### src/rtl/truth_table_capture_if.sv
// Vector handshake between a stimulus sweeper and the truth-table capture block.
`timescale 1ns/1ps
interface truth_table_capture_if #(
  parameter int NIN = 5
);
  logic           vec_valid;
  logic           vec_ready;
  logic [NIN-1:0] vec;
  logic           y;

  modport master (output vec_valid, output vec, output y, input vec_ready);
  modport slave  (input vec_valid, input vec, input y, output vec_ready);
endinterface

### src/rtl/truth_table_capture.sv
// Captures a combinational DUT output per input vector into a truth table,
// checking each sample against an expected minterm mask.
`timescale 1ns/1ps
module truth_table_capture #(
  parameter int                  NIN        = 5,
  parameter int                  SETTLE_CYC = 2,
  parameter logic [(2**NIN)-1:0] EXP_MASK   = {(2**NIN){1'b0}}
) (
  input  logic                   clk,
  input  logic                   rst_n,
  input  logic                   clear,
  truth_table_capture_if.slave   bus,
  output logic [(2**NIN)-1:0]    table_out,
  output logic [(2**NIN)-1:0]    covered,
  output logic [NIN:0]           err_cnt,
  output logic                   err_flag,
  output logic [NIN-1:0]         first_err,
  output logic                   done
);

  localparam int CW = (SETTLE_CYC > 1) ? $clog2(SETTLE_CYC) : 1;

  typedef enum logic [1:0] {
    ST_IDLE   = 2'd0,
    ST_SETTLE = 2'd1,
    ST_SAMPLE = 2'd2
  } state_t;

  state_t         state_r;
  state_t         state_s;
  logic [NIN-1:0] idx_r;
  logic [CW-1:0]  cnt_r;
  logic           mismatch_s;

  // FSM state register; clear overrides any pending transition
  always_ff @(posedge clk or negedge rst_n) begin
    if (!rst_n) begin
      state_r <= ST_IDLE;
    end else if (clear) begin
      state_r <= ST_IDLE;
    end else begin
      state_r <= state_s;
    end
  end

  // FSM next-state logic
  always_comb begin
    state_s = state_r;
    case (state_r)
      ST_IDLE: begin
        if (bus.vec_valid) begin
          state_s = ST_SETTLE;
        end else begin
          state_s = ST_IDLE;
        end
      end
      ST_SETTLE: begin
        if (cnt_r == {CW{1'b0}}) begin
          state_s = ST_SAMPLE;
        end else begin
          state_s = ST_SETTLE;
        end
      end
      ST_SAMPLE: state_s = ST_IDLE;
      default:   state_s = ST_IDLE;
    endcase
  end

  // FSM outputs: only IDLE accepts a new vector
  always_comb begin
    bus.vec_ready = 1'b0;
    case (state_r)
      ST_IDLE:   bus.vec_ready = 1'b1;
      ST_SETTLE: bus.vec_ready = 1'b0;
      ST_SAMPLE: bus.vec_ready = 1'b0;
      default:   bus.vec_ready = 1'b0;
    endcase
  end

  // Latch the vector index at accept and count down the settle interval
  always_ff @(posedge clk or negedge rst_n) begin
    if (!rst_n) begin
      idx_r <= {NIN{1'b0}};
      cnt_r <= {CW{1'b0}};
    end else if (clear) begin
      idx_r <= {NIN{1'b0}};
      cnt_r <= {CW{1'b0}};
    end else if ((state_r == ST_IDLE) && bus.vec_valid) begin
      idx_r <= bus.vec;
      cnt_r <= CW'(SETTLE_CYC - 1);
    end else if ((state_r == ST_SETTLE) && (cnt_r != {CW{1'b0}})) begin
      cnt_r <= cnt_r - CW'(1);
    end
  end

  assign mismatch_s = (bus.y != EXP_MASK[idx_r]);

  // Table, coverage and error bookkeeping, updated only in the SAMPLE cycle
  always_ff @(posedge clk or negedge rst_n) begin
    if (!rst_n) begin
      table_out <= {(2**NIN){1'b0}};
      covered   <= {(2**NIN){1'b0}};
      err_cnt   <= {(NIN+1){1'b0}};
      err_flag  <= 1'b0;
      first_err <= {NIN{1'b0}};
    end else if (clear) begin
      table_out <= {(2**NIN){1'b0}};
      covered   <= {(2**NIN){1'b0}};
      err_cnt   <= {(NIN+1){1'b0}};
      err_flag  <= 1'b0;
      first_err <= {NIN{1'b0}};
    end else if (state_r == ST_SAMPLE) begin
      table_out[idx_r] <= bus.y;
      covered[idx_r]   <= 1'b1;
      if (mismatch_s && (err_cnt != {(NIN+1){1'b1}})) begin
        err_cnt <= err_cnt + (NIN+1)'(1);
      end
      if (mismatch_s && !err_flag) begin
        err_flag  <= 1'b1;
        first_err <= idx_r;
      end
    end
  end

  assign done = &covered;

endmodule
### src/flat_wrapper.sv
// flat-port wrapper written by rule: the top's interface ports become plain ports
module truth_table_capture_flat 
#(
  parameter int                  NIN        = 5,
  parameter int                  SETTLE_CYC = 2,
  parameter logic [(2**NIN)-1:0] EXP_MASK   = {(2**NIN){1'b0}}
)
  (clk, rst_n, clear, table_out, covered, err_cnt, err_flag, first_err, done, bus_vec_valid, bus_vec, bus_y, bus_vec_ready);
  truth_table_capture_if #(.NIN(NIN)) bus_i ();
  input  logic clk;
  input  logic rst_n;
  input  logic clear;
  output logic [(2**NIN)-1:0] table_out;
  output logic [(2**NIN)-1:0] covered;
  output logic [NIN:0] err_cnt;
  output logic err_flag;
  output logic [NIN-1:0] first_err;
  output logic done;
  input wire logic [$bits(bus_i.vec_valid)-1:0] bus_vec_valid;
  input wire logic [$bits(bus_i.vec)-1:0] bus_vec;
  input wire logic [$bits(bus_i.y)-1:0] bus_y;
  output wire logic [$bits(bus_i.vec_ready)-1:0] bus_vec_ready;
  assign bus_i.vec_valid = bus_vec_valid;
  assign bus_i.vec = bus_vec;
  assign bus_i.y = bus_y;
  assign bus_vec_ready = bus_i.vec_ready;
  truth_table_capture #(.NIN(NIN), .SETTLE_CYC(SETTLE_CYC), .EXP_MASK(EXP_MASK)) u_core (.clk(clk), .rst_n(rst_n), .clear(clear), .bus(bus_i), .table_out(table_out), .covered(covered), .err_cnt(err_cnt), .err_flag(err_flag), .first_err(first_err), .done(done));
endmodule
### config.mk
export PLATFORM = sky130hd
export DESIGN_NAME = truth_table_capture_flat
export DESIGN_NICKNAME = d
export VERILOG_FILES = /design/src/rtl/truth_table_capture_if.sv /design/src/rtl/truth_table_capture.sv /design/src/flat_wrapper.sv
export SDC_FILE = /design/constraint.sdc
export NUM_CORES = 1
export LEC_CHECK = 0
export ABC_AREA = 0
export CORE_UTILIZATION = 53
export DETAILED_ROUTE_END_ITERATION = 6
export PLACE_DENSITY = 0.91
export SLEW_MARGIN = 25
export SYNTH_ARGS = -nofsm -noshare
export SYNTH_HDL_FRONTEND = slang
export SYNTH_SLANG_ARGS = --single-unit
### constraint.sdc
create_clock -name clk -period 2.2 [get_ports clk]
set_input_delay 0.44 -clock clk [delete_from_list [all_inputs] [get_ports clk]]
set_output_delay 0.44 -clock clk [all_outputs]
set_load 0.005 [all_outputs]
**Word level (Yosys, flattened, before mapping)**

Memories as Yosys holds them, arrays and structs flattened.
Cells that the tools add are included.

- Bits in read-only memories: 32
- Input bits: 10
- Register bits: 84
- Bits in writable memories: 0
- Memories: 1
- Latch bits: 0
- Output and inout bits: 78

Memories:

| name | words | width | read ports | clocked after memory_dff | wr ports | RTL line | source |
|---|---|---|---|---|---|---|---|
| (no name shown) | 32 | 1 | 1 | 0 | 0 | truth_table_capture.sv:96 | `assign mismatch_s = (bus.y != EXP_MASK[idx_r]);` |

- Muxes and demuxes: 27
- Bitwise gates (word level): 1
- Reductions and logical operators: 15
- Divide/modulo/power cells: 0
- Multiply operators: 0
- Shift-type cells: 0
- $lt $le $gt $ge: 2
- Add/subtract/negate cells: 2
- Eq/ne operators: 4

Operators with widths:

| operator | number |
|---|---|
| 32-bit two-way mux | 4 |
| 32-bit bitwise mux | 1 |
| 32-bit OR | 1 |
| 32-bit AND reduction | 1 |
| 5-bit two-way mux | 5 |
| 6-bit two-way mux | 3 |
| 1-bit two-way mux | 10 |
| 2-bit nonzero test | 4 |
| 6-bit by 1-bit adder with 6-bit output (second input constant) | 1 |
| 5-bit by 6-bit less-than comparator with 1-bit output (second input constant) | 1 |
| 6-bit != test (second input constant) | 1 |
| 1-bit demux with 5-bit select | 1 |
| 5-bit by 1-bit >= comparator with 1-bit output (second input constant) | 1 |
| 1-bit logical AND | 5 |
| 2-bit two-way mux | 2 |
| 2-bit case mux with 2 select lines | 1 |
| 2-bit AND reduction | 2 |
| 3-bit nonzero test | 1 |
| 2-bit by 1-bit equality test with 1-bit output (second input constant) | 1 |
| 2-bit equality test (second input constant) | 1 |
| 2-bit logical NOT | 1 |
| 1-bit logical NOT | 1 |
| 1-bit != test | 1 |
| 1-bit subtractor (second input constant) | 1 |

**Longest topological paths before layout**

Gate-level depths: netlist of run 1.

- Depth in word-level cells: 7
- Gate-level depth with buffers: 5
- Gate-level depth less buffers: 4

**Worst setup path before layout of run 1**

Ideal clock, no wire load.

- Path type: register to output
- Start: reg u_core.covered[7]
- End: out done
- Slack: 0.682 ns
- Arrival time: 1.078 ns
- Required time: 1.760 ns
- Stages on the path, launching flop included: 4
- Path buffers: 0
- Cells stage by stage: dfrtp_1 -> nand4_1 -> or4_1 -> nor2_1

- Word-level cells in the longest chain between the ends: 1

Ends and longest elaborated chain:

| element | RTL line | source |
|---|---|---|
| from (decl) | truth_table_capture.sv:14 | `output logic [(2**NIN)-1:0] covered,` |
| from (signal assigned) | truth_table_capture.sv:102 | `covered <= {(2**NIN){1'b0}};` |
| from (signal assigned) | truth_table_capture.sv:108 | `covered <= {(2**NIN){1'b0}};` |
| 32-bit AND reduction | truth_table_capture.sv:125 | `assign done = &covered;` |
| to (decl) | flat_wrapper.sv:18 | `output logic done;` |

Every way passes these cells.

**Worst setup path in the final report of run 1**

- Start: reg u_core.state_r[0]
- End: out bus_vec_ready

- Word-level cells in the longest chain between the ends: 2

Ends and longest elaborated chain:

| element | RTL line | source |
|---|---|---|
| from (decl) | truth_table_capture.sv:29 | `state_t state_r;` |
| from (signal assigned) | truth_table_capture.sv:42 | `state_r <= state_s;` |
| 2-bit logical NOT | truth_table_capture.sv:72 | `case (state_r)` |
| 1-bit two-way mux | truth_table_capture.sv:72 |  |
| to (decl) | flat_wrapper.sv:22 | `output wire logic [$bits(bus_i.vec_ready)-1:0] bus_vec_ready;` |

Every way passes these cells.

==> impl_metrics.toml, run 1 <==
[status]
status = "completed"

[power_and_ir_drop]
p_clk_share_pct = 40.5
p_leak_uw = 0.00210
ir_worst_vdd_uv = 468
p_switching_uw = 811
powerDensity_nw_per_um2 = 610
seqPwrFrac_pct = 51.2
p_int_uw = 2330
switching_share_pct = 25.9
power_frac_comb_pct = 8.3

[floorplan]
core-area_um2 = 6940
die-area_um2 = 7660
start_util_pct = 55.8
die_x_um = 87.5
ioPinCount = 88
die_y_um = 87.5
row_count = 30

[synthesis]
synth_area_um2 = 3870
ys.flop_type = "dfrtp_1"
synth_edf_count = 0
synth_warnings = 0
syn_avg_cell_area_um2 = 10.2
ys_top_cells_by_count = "84 x dfrtp_1, 48 x a21oi_1, 45 x nor2_1"
netlist.area_leader.share_pct = 54.2
synth_cell_type_count = 48
yosysTopAreaCell = "dfrtp_1"
synth_most_common_cell = "dfrtp_1"
ys_seq_area_share_pct = 54.2
synth_fp_nets = 392
ys_ff_latch = 84
async_flop_share_pct = 100
syn_inst = 381
ys_top_cells_by_area = "dfrtp_1 54%, a21oi_1 6.2%, a221oi_1 5.2%, nor2_1 4.4%, o211ai_1 3.5%"

[routing]
dr.first_iter.drc_count = 340
vias = 3507
wl_um = 10800
vias_per_cell = 6.15
post_drt_wl_per_cell_um = 19.0
first_pass_iters = 5
drc = 0
ant_nets = 0

[sta]
worst_pin_slew_ns = 0.737
layout_min_cycle_time_ns = 2.14
max-slew-margin-rel_pct = 50.7
clock-skew-final_ns = 0.00815
report.final.slew_viol_count = 0
fin_hold_ws_ns = 0.0113
fin_crit_sh_pct = 97.2
grt_setup_unrepaired = "false"
max_freq_mhz = 468
setup-tns-final_ns = 0
hold_viol = 0
setup_viol = 0

[setup_path]
crit_chain = "nor2_1 -> clkdlybuf4s50_1"
critPathSlowestCell = "dfrtp_1"
cp.required_ns = 1.76
endpoint_kind = "output pin"
critPathLaunchType = "register"
critPathMaxStageDelay_ns = 0.61
setup.worst_path.class = "register to output pin"
crit_buf_inv = 1
cp_top_family = "flip-flops"
crit_arrival_ns = 1.70
path_max_fanout = 17

[clocking]
cts_sinks = 84
cts_tree = "done"
clkTransAtPathRegs_ns = 0.09
cts_root_buf = "clkbuf_8"
clockBufferDepth = 2
cts_buffers = 9
clk_latency_ns = 0.37
h-tree-depth = 3
ctsHoldBuffers = 0

[placement]
hpwl_um = 6920
placed_area_um2 = 4840
port_buffers = 87
routabilityCongestion = 0.778

[layout]
fillers = 455
finalNetCount = 480
diodes = 0
drive_gt1_share_pct = 12.2
syn2layout_area_growth_pct = 32.8
finalInstanceArea_um2 = 5140

[min_path]
hp-class = "input pin to asynchronous set/reset pin"

[global_routing]
groute.usage.overall_pct = 30.0
antenna_found_initial = 0
grt_max_degree = 52
grt_pass1_vias = 3404
overflow = 0
grt_first_pass_wirelength_um = 17200

[flow_run]
maxCapViolCount = 0
==> flip-flops by register name, summed over array words and instances (netlist names) <==
| name | count |
|---|---|
| u_core.covered | 32 |
| u_core.first_err | 5 |
| u_core.idx_r | 5 |
| u_core.table_out | 32 |
| u_core.err_flag | 1 |
| u_core.err_cnt | 6 |
| u_core.cnt_r | 1 |
| u_core.state_r | 2 |
==> cells by family (layout without fill, tap and decap cells) <==
family | count (synthesis) | after routing | synth area share, %
AND/OR/NAND/NOR | 109 | 109 | 16.5
flip-flops | 84 | 84 | 54.2
multiplexers | 8 | 8 | 2.10
AO/OA/AOI/OAI | 118 | 118 | 20.2
adder cells (fa/ha/maj) | 1 | 1 | 0.323
buffers and inverters | 61 | 154 | 6.65
==> path summary, 6_finish.rpt <==
check	from	endpoint	slack (ns)	depth (start not counted)
setup / recovery	u_core.state_r[0]	bus_vec_ready	0.06	2
hold / removal	rst_n	u_core.err_cnt[2]	0.01	1
setup reg to reg	u_core.idx_r[1]	u_core.table_out[6]	0.23	3
hold reg to reg	u_core.cnt_r	u_core.state_r[1]	0.46	1
max in group asynchronous	rst_n	u_core.covered[28]	1.57	2
min in group clk	u_core.cnt_r	u_core.state_r[1]	0.46	1
==> cell type report <==
cell class | instances | area [um^2] | share of cell area, %
clock buffers | 9 | 124 | 2.41
clock inverters | 7 | 105 | 2.04
inverters | 25 | 93.8 | 1.82
multi-input cells | 236 | 1520 | 29.6
flip-flops and latches | 84 | 2100 | 40.9
well taps | 96 | 120 | 2.33
repair buffers | 113 | 1080 | 21.0
==> power groups by stage <==
| stage | clock network [uW] | registers [uW] | logic, uW |
|---|---|---|---|
| 2_1_floorplan | 0 | 1610 | 158 |
| 3_3_place_gp | 0 | 1630 | 248 |
| 3_5_place_dp | 0 | 1630 | 257 |
| 4_1_cts | 1280 | 1600 | 259 |
| 5_1_grt | 1350 | 1610 | 285 |
| 6_report | 1270 | 1610 | 260 |
==> cell usage in the layout (no fill, tap or decap), types with 9 or more instances in the layout <==
| cell type | count |
|---|---|
| clkdlybuf4s50_1 | 84 |
| dfrtp_1 | 84 |
| a21oi_1 | 48 |
| nor2_1 | 44 |
| inv_1 | 25 |
| buf_4 | 25 |
| a221oi_1 | 23 |
| o211ai_1 | 18 |
| nand3_1 | 12 |
| nand2_1 | 10 |
| o21ai_1 | 9 |
| clkbuf_8 | 9 |
==> through the flow <==
step | total power [uW] | utilization, % | worst slack, ns | std cells
floorplan | 1770 | - | 0.682 | 381
global placement | 1880 | 69.7 | 0.134 | 544
detailed placement | 1890 | 69.7 | 0.129 | 544
CTS | 3140 | 73.9 | 0.0152 | 569
global route | 3240 | 74.1 | 0.00116 | 570
finish | 3140 | 74.1 | 0.0612 | 570
==> routing by layer <==
layer	GRT usage, %	vias to the layer above	routed length [um]
met1	39.5	1748	4360
li1	-	1558	-
met3	8.82	18	996
met4	10.9	0	167
met2	47.4	183	5300
met5	0	-	0
==> worst reg2reg max path, cell delays in order, from the launching register on <==
cell and delay, ns:
dfrtp_1 0.73, nand4bb_1 0.33, nor2_1 0.55, a221oi_1 0.20
==> what timing repair did <==
action / in CTS / in global routing
pin swaps: 1 / 2
setup endpoints to repair: 1 / 1
resized for setup: 1 / 4
hold endpoints to repair: 0 / 0
setup buffers: 9 / 1
Power figures use the tool's default switching activity.
==> inputs of run 2 (changes only) <==
--- a/config.mk
+++ b/config.mk
@@ -6,6 +6,7 @@
 export NUM_CORES = 1
 export LEC_CHECK = 0
 export ABC_AREA = 0
+export CAP_MARGIN = 20
 export CORE_UTILIZATION = 53
 export DETAILED_ROUTE_END_ITERATION = 6
 export PLACE_DENSITY = 0.91
==> results of run 2 <==
No change in the layout: final DEF, timing and power equal those of run 1.
==> edit: new RTL, flow settings as in run 1 <==
`SETTLE_CYC` is set to 2 in 2 places; all go to 4.
--- a/src/rtl/truth_table_capture.sv
+++ b/src/rtl/truth_table_capture.sv
@@ -4,5 +4,5 @@
 module truth_table_capture #(
   parameter int                  NIN        = 5,
-  parameter int                  SETTLE_CYC = 2,
+  parameter int                  SETTLE_CYC = 4,
   parameter logic [(2**NIN)-1:0] EXP_MASK   = {(2**NIN){1'b0}}
 ) (
--- a/src/flat_wrapper.sv
+++ b/src/flat_wrapper.sv
@@ -3,5 +3,5 @@
 #(
   parameter int                  NIN        = 5,
-  parameter int                  SETTLE_CYC = 2,
+  parameter int                  SETTLE_CYC = 4,
   parameter logic [(2**NIN)-1:0] EXP_MASK   = {(2**NIN){1'b0}}
 )
Function: changed (Yosys sat finds a counterexample within 10 cycles, from zero or initial values and one cycle with rst_n low).
==> edit against run 1 <==
- routed wire length is 4.4% lower
- area after synthesis is 6.3% higher
- total power is 2.2% lower
- sequential cell count is 1 higher
- clock skew is 6.4 ps higher
- setup slack better by 37 ps
- largest power group unchanged
- critical path type unchanged
- fmax is 1.7% higher
- final area is 1.0% higher
==> edit: results (changes against run 1) <==
Post-DP HPWL: 6.74 mm (-2.6%)
Placed cell count: 554 (+1.8%)
Critical path peak fanout: 19 (+2)
Post-synth top cells: dfrtp_1, a21oi_1, nor2_1
Status: completed
Yosys warns: 0 (unchanged)
Fraction of layout cells with a size suffix above 1: 12.1% (-0.15 points)
Hold slack: 44.0 ps (+32.8 ps)
Post-Syn Instances: 397 (+4.2%)
Synth cell types: 50 (+4.2%)
Mapped Nets: 409 (+4.3%)
Final WL: 10.4 mm (-4.4%)
First-pass GRT wire length: 17.1 mm (-0.96%)
Ranking of synthesized cells by area: dfrtp_1, a21oi_1, a221oi_1, nor2_1, o211ai_1
VDD IR max: 0.406 mV (-13%)
Gr usage total: 26.5% (-3.5 points)
Final std cells w/o fill: 579 (+1.6%)
Reg2reg setup slack: 360 ps (+130 ps)
# diodes: 0 (unchanged)
Initial DRC Count: 234 (-31%)
Number of global-route vias before repair: 3,414 (+0.29%)
Dpl ws: 109 ps (-19.3 ps)
Worst EP arrival: 1660 ps (-40 ps)
Sequential area share after synthesis: 51.6% (-2.6 points)
Clock skew: 14.5 ps (+6.37 ps)
Reg2reg start: u_core.idx_r[3]
Crit path from: u_core.state_r[0]
Slew headroom: 56.6% (+5.9 points)
Vias: 3,454 (-1.5%)
Area after DPL: 4930 sq um (+1.9%)
FMAX: 476 MHz (+1.7%)
Ys async rst share: 100% (unchanged)
Leak: 2.11 nW (+0.25%)
R2R Path End: u_core.table_out[11]
RePlAce Congestion: 0.778 (about the same)
# nets final: 487 (+1.5%)
Pin count of the biggest net entering global routing: 111 (+110%)
edit: cell types whose count changed after synthesis, moves of 4 or more:
| cell | delta |
|---|---|
| buf_2 | -9 |
| buf_4 | +4 |
| buf_6 | +11 |
| clkbuf_1 | -4 |
| nor2_1 | +4 |
| o21ai_0 | +8 |
| o21ai_1 | -7 |
edit: repair_timing:
| item | 4_1_cts | 5_1_grt |
|---|---|---|
| pin swaps | 1 | 0 |
| setup buffers | 5 | 4 |
| hold endpoints to repair | 0 | 0 |
| endpoints found under the setup margin | 1 | 1 |
| gates resized for setup | 1 | 2 |
edit: metal layers:
layer / wire, um / track usage (%)
met5: 0 / 0
met4: 206 / 10.8
met3: 943 / 6.43
met2: 4940 / 41.9
met1: 4260 / 35.0
edit: final cells by class:
| cell class | instances | area (sq um) |
|---|---|---|
| Clock buffer | 9 | 124 |
| Timing Repair Buffer | 105 | 1020 |
| Fill cell | 536 | 2170 |
| Clock inverter | 7 | 81.3 |
| Tap cell | 99 | 124 |
| Multi-Input combinational cell | 248 | 1630 |
| Inverter | 26 | 97.6 |
| Sequential cell | 85 | 2130 |
edit: cell families (layout without fill, tap and decap cells):
group	Yosys count	after routing	synth area share (%)
flip-flops	85	85	51.6
buffers and inverters	64	147	8.90
multiplexers	10	10	2.52
AND/OR/NAND/NOR	120	120	18.1
adder cells (fa/ha/maj)	2	2	0.607
AO/OA/AOI/OAI	116	116	18.2
edit: where the power goes:
| part | switching, mW | internal [mW] |
|---|---|---|
| Sequential | 0.0554 | 1.58 |
| Combinational | 0.169 | 0.122 |
| Clock | 0.595 | 0.543 |
edit: worst max-delay path: stages, from the launching register on:
cell	delay, ps
dfrtp_1	620
nor2_1	180
clkdlybuf4s50_1	510
